<file path="src/rtl/s2p_frame_ctrl.sv">
// Serial-to-parallel frame controller: hunts for a sync word, splits the
// payload into 4-bit symbols and re-verifies sync between frames.
module s2p_frame_ctrl #(
    parameter logic [7:0] SYNC_WORD    = 8'hE4,
    parameter int         PAYLOAD_SYMS = 4,
    parameter int         MISS_LIMIT   = 2
) (
    input  logic       clk,
    input  logic       rst,
    input  logic       srl,
    input  logic       srl_vld,
    output logic [1:0] ParaSig1,
    output logic [1:0] ParaSig2,
    output logic       sym_valid,
    output logic       frame_start,
    output logic       locked,
    output logic       sync_err
);

    typedef enum logic [1:0] {
        HUNT,
        PAYLOAD,
        VERIFY
    } state_e;

    localparam logic [7:0] LAST_SYM = 8'(PAYLOAD_SYMS - 1);
    localparam logic [2:0] MISS_MAX = 3'(MISS_LIMIT);

    state_e     state_q, state_d;
    logic [7:0] shift_q, shift_d;
    logic [2:0] fill_q,  fill_d;
    logic [2:0] bit_q,   bit_d;
    logic [7:0] sym_q,   sym_d;
    logic [2:0] miss_q,  miss_d;
    logic [1:0] p1_q,    p1_d;
    logic [1:0] p2_q,    p2_d;
    logic       sv_q,    sv_d;
    logic       fs_q,    fs_d;
    logic       se_q,    se_d;

    logic [7:0] word;
    logic [2:0] miss_inc;

    assign word     = {shift_q[6:0], srl};
    assign miss_inc = miss_q + 3'd1;

    always_comb begin
        state_d = state_q;
        shift_d = shift_q;
        fill_d  = fill_q;
        bit_d   = bit_q;
        sym_d   = sym_q;
        miss_d  = miss_q;
        p1_d    = p1_q;
        p2_d    = p2_q;
        sv_d    = 1'b0;
        fs_d    = 1'b0;
        se_d    = 1'b0;

        if (srl_vld) begin
            shift_d = word;
            case (state_q)
                HUNT: begin
                    if (fill_q == 3'd7 && word == SYNC_WORD) begin
                        state_d = PAYLOAD;
                        bit_d   = 3'd0;
                        sym_d   = 8'd0;
                        fs_d    = 1'b1;
                    end else if (fill_q != 3'd7) begin
                        fill_d = fill_q + 3'd1;
                    end
                end
                PAYLOAD: begin
                    if (bit_q == 3'd3) begin
                        // b0..b2 are already in shift_q[2:0]; b3 is on srl now
                        p1_d  = {shift_q[2], shift_q[0]};
                        p2_d  = {shift_q[1], srl};
                        sv_d  = 1'b1;
                        bit_d = 3'd0;
                        if (sym_q == LAST_SYM) begin
                            state_d = VERIFY;
                            sym_d   = 8'd0;
                        end else begin
                            sym_d = sym_q + 8'd1;
                        end
                    end else begin
                        bit_d = bit_q + 3'd1;
                    end
                end
                VERIFY: begin
                    if (bit_q == 3'd7) begin
                        bit_d = 3'd0;
                        sym_d = 8'd0;
                        if (word == SYNC_WORD) begin
                            miss_d  = 3'd0;
                            state_d = PAYLOAD;
                            fs_d    = 1'b1;
                        end else begin
                            se_d = 1'b1;
                            if (miss_inc < MISS_MAX) begin
                                miss_d  = miss_inc;
                                state_d = PAYLOAD;
                                fs_d    = 1'b1;
                            end else begin
                                miss_d  = 3'd0;
                                fill_d  = 3'd0;
                                state_d = HUNT;
                            end
                        end
                    end else begin
                        bit_d = bit_q + 3'd1;
                    end
                end
                default: begin
                    state_d = HUNT;
                    fill_d  = 3'd0;
                end
            endcase
        end
    end

    always_ff @(posedge clk) begin
        if (rst) begin
            state_q <= HUNT;
            shift_q <= 8'd0;
            fill_q  <= 3'd0;
            bit_q   <= 3'd0;
            sym_q   <= 8'd0;
            miss_q  <= 3'd0;
            p1_q    <= 2'b00;
            p2_q    <= 2'b00;
            sv_q    <= 1'b0;
            fs_q    <= 1'b0;
            se_q    <= 1'b0;
        end else begin
            state_q <= state_d;
            shift_q <= shift_d;
            fill_q  <= fill_d;
            bit_q   <= bit_d;
            sym_q   <= sym_d;
            miss_q  <= miss_d;
            p1_q    <= p1_d;
            p2_q    <= p2_d;
            sv_q    <= sv_d;
            fs_q    <= fs_d;
            se_q    <= se_d;
        end
    end

    assign ParaSig1    = p1_q;
    assign ParaSig2    = p2_q;
    assign sym_valid   = sv_q;
    assign frame_start = fs_q;
    assign sync_err    = se_q;
    assign locked      = (state_q != HUNT);

endmodule
</file>
<file path="config.mk">
export PLATFORM = sky130hd
export DESIGN_NAME = s2p_frame_ctrl
export DESIGN_NICKNAME = d
export VERILOG_FILES = /design/src/rtl/s2p_frame_ctrl.sv
export SDC_FILE = /design/constraint.sdc
export NUM_CORES = 1
export LEC_CHECK = 0
export ABC_AREA = 1
export BUFFER_PORTS_ARGS = -buffer_cell sky130_fd_sc_hd__buf_2
export CAP_MARGIN = 20
export CORE_MARGIN = 2
export CORE_UTILIZATION = 25
export DETAILED_ROUTE_END_ITERATION = 6
export GPL_TIMING_DRIVEN = 0
export PLACE_DENSITY = 0.41
export RECOVER_POWER = 100
export SYNTH_ARGS = -nofsm -noshare
export SYNTH_HDL_FRONTEND = slang
export SYNTH_SLANG_ARGS = --single-unit
</file>
<file path="constraint.sdc">
create_clock -name clk -period 3.3 [get_ports clk]
set_clock_uncertainty 0.05 [all_clocks]
set_input_delay 0.66 -clock clk [delete_from_list [all_inputs] [get_ports clk]]
set_output_delay 0.66 -clock clk [all_outputs]
set_load 0.02 [all_outputs]
</file>
==> flow_summary.yaml <==
critical_path:
  r2r_start: "state_q[1]"
  slowest_stage: "dfxtp_1"
  r2r_end: "sym_q[1]"
  rrSetupSlack_ps: 1220
  cp.arrival_ps: 1440
  cp_max_fo: 5
  crit_family: "buffers and inverters"
  end_kind: "output pin"
  critPathMaxStageDelay_ps: 390
  crit_chain: "inv_1, ha_1, inv_1, clkbuf_1"
  path_buf_inv: 3
  ff2ff_path_depth: 10
  cpMostUsedCell: "inv_1"
  required_ps: 2590
  crit_type: "register to output pin"
  worstSetupStartpointType: "register"
  crit_cells: 4
clock_network:
  clkTransAtPathRegs_ps: 80
  cts_num_sinks: 33
  clk_latency_ps: 290
  cts_buffers: 5
  ctsResizeCount: 0
  cts_tree: "yes"
  clock-root-buffer: "clkbuf_8"
  ctsHoldBuffers: 0
  htree_num_levels: 2
  clockBufferDepth: 2
  cts_setup_buffers: 0
pwr:
  leakagePower_nw: 0.8623
  pwr-share-clk_pct: 40.8
  powerDensity_nw_per_um2: 482.3
  internal-power_w: 0.0006893
  power_switching_w: 0.0002762
  combPwrFrac_pct: 14.2
  seqPwrFrac_pct: 45.0
  swShare_pct: 28.61
  peakVddDrop_v: 0.0001513
  finalPower_w: 0.0009655
floorplan:
  floorplan.die_area_um2: 7755
  fp.coreArea_um2: 6832
  core.rowCount: 30
  die_w_um: 88.07
  io_pins: 12
  die_y_um: 88.07
  start_util_pct: 25.86
global_route:
  antenna_found_initial: 0
  grt_pass1_wl_mm: 6.851
  grtUsageTotal_pct: 11.35
  first_global_vias: 1435
  gr-total-overflow: 0
  grt_max_degree: 13
logic_synthesis:
  synthCells: 251
  yosysSeqAreaShare_pct: 37.39
  ys_ff_latch: 33
  synth_warnings: 0
  ys_types: 26
  mappedNetlistNets: 268
  synthesis.area_um2: 1767
  synth_area_per_cell_um2: 7.039
hold_path:
  whs_path_depth: 2
  min_to: "ParaSig1[0]"
  hp-start: "ParaSig1[0]"
  min-delay-path-class: "register to register"
sta:
  hold_viol: 0
  fin_setup_tns_ps: 0
  rsz0062_at_grt: "false"
  period_needed_ps: 2152
  slew_violations: 0
  max_slew_margin_pct: 58.85
  fmax_ghz: 0.4648
  post-route-period-util_pct: 65.20
  worst_pin_slew_ps: 617.2
  finalSetupViolCount: 0
layout:
  area_growth_pct: 13.31
  stdcell_area_um2: 2002
  antenna_cells: 0
  n_fill_cell: 805
  drive_gt1_share_pct: 6.320
  nets: 285
route:
  via_count: 1533
  wl_per_cell_um: 10.97
  first_pass_iters: 4
  drc: 0
  drt_iter0_drc: 59
  routed_wl_mm: 4.005
  via_per_inst: 4.200
  postRouteAntennaNets: 0
place:
  hpwl_mm: 2.875
  place_area_um2: 1937
  portBuffers: 10
  globalplace.congestion: 0.7953
run:
  maxCapViolations: 0
outcome:
  status: "finished, final reports clean"
synthesized netlist by cell type:
| library cell | instances | area [um2] |
|---|---|---|
| buf_6 | 2 | 22.52 |
| inv_2 | 3 | 11.26 |
| nand3_1 | 12 | 60.06 |
| clkbuf_8 | 1 | 13.76 |
| nor2_1 | 34 | 127.6 |
| nand3_2 | 2 | 20.02 |
| nand2_2 | 1 | 6.260 |
| o211a_1 | 1 | 10.01 |
| o21ai_0 | 13 | 65.06 |
| o21ai_1 | 1 | 5.000 |
| clkbuf_1 | 2 | 7.510 |
| nor2_8 | 1 | 20.02 |
| ha_1 | 13 | 162.7 |
| inv_1 | 35 | 131.4 |
| nor2_2 | 2 | 12.51 |
| nor3_1 | 2 | 10.01 |
| nand2_1 | 55 | 206.5 |
| or2_2 | 1 | 6.260 |
| o21ai_2 | 1 | 8.760 |
| a21oi_1 | 24 | 120.1 |
| nand3b_1 | 1 | 7.510 |
| dfxtp_1 | 33 | 660.6 |
| o211ai_1 | 1 | 7.510 |
| buf_2 | 1 | 5.000 |
| nand4_1 | 8 | 50.05 |
| and2_4 | 1 | 8.760 |
metrics by stage:
stage          utilization, %  worst slack (ps)  instances  hold WS, ps
3_5_place_dp            28.35              1423        357        386.3
5_1_grt                 29.30             983.6        365        420.3
3_3_place_gp            28.35              1411        357        382.3
6_report                29.30              1148        365        399.9
4_1_cts                 30.04              1167        365        400.4
2_1_floorplan               -              1715        251        386.3
power by group through the flow:
stage | clock network [W] | registers (W) | logic (W)
4_1_cts | 0.000414 | 0.000434 | 0.000152
5_1_grt | 0.000426 | 0.000438 | 0.000160
3_5_place_dp | 0 | 0.000444 | 0.000151
6_report | 0.000394 | 0.000434 | 0.000137
2_1_floorplan | 0 | 0.000440 | 0.000117
3_3_place_gp | 0 | 0.000444 | 0.000151
final cells by class:
cell class / count / area (um2) / area share, %
multi-input combinational: 174 / 900.9 / 45.00
clock buffer: 5 / 68.82 / 3.438
timing repair buffer: 10 / 40.04 / 2.000
tap: 96 / 120.1 / 6.000
sequential: 33 / 660.6 / 33.00
inverter: 38 / 142.6 / 7.125
clock inverter: 3 / 46.29 / 2.313
buffer: 6 / 22.52 / 1.125
per-layer routing:
metal | wire length [um] | track usage (%) | up-vias
li1 | - | - | 839
met1 | 2172 | 16.26 | 673
met2 | 1654 | 16.39 | 15
met3 | 114 | 2.922 | 6
met4 | 63 | 4.132 | 0
met5 | 0 | 0 | -
state kept, by name, indices dropped and copies added (netlist names):
| signal | flops |
|---|---|
| fill_q | 3 |
| ParaSig2 | 2 |
| miss_q | 3 |
| sync_err | 1 |
| bit_q | 3 |
| state_q | 2 |
| sym_valid | 1 |
| sym_q | 8 |
| frame_start | 1 |
| shift_q | 7 |
| ParaSig1 | 2 |
placed cells by master, fill, tap and decap left out, types with 2 or more instances in the layout:
cell type	Yosys	routed
clkbuf_8	1	5
nor2_2	2	2
inv_2	3	2
nor2_1	34	34
ha_1	13	13
a21oi_1	24	24
o21ai_0	13	15
clkbuf_1	2	14
nand3_1	12	13
buf_2	1	2
inv_1	35	36
dfxtp_1	33	33
nand4_1	8	8
nand2_1	55	56
nor3_1	2	2
worst max path at each step:
stage	startpoint	endpoint	slack [ps]
after floorplan	state_q[0]	locked	1720
after global placement	rst	ParaSig2[1]	1410
after detailed placement	rst	ParaSig1[0]	1420
after CTS	state_q[0]	locked	1170
after global routing	state_q[1]	sym_q[7]	980
final	state_q[0]	locked	1150
worst min-delay path, cell delays in order (launching register included):
cell and delay [ps]:
dfxtp_1 310, inv_1 50, a21oi_1 50
cells by family after synthesis:
family                     count (synthesis)  synth area share [%]
adders and majority gates                 13                 9.207
and+or+nand+nor                          120                 30.31
buffers and inverters                     44                 10.84
DFF                                       33                 37.39
AOI/OAI and AO/OA                         41                 12.25
(Power assumes the default switching activity.)
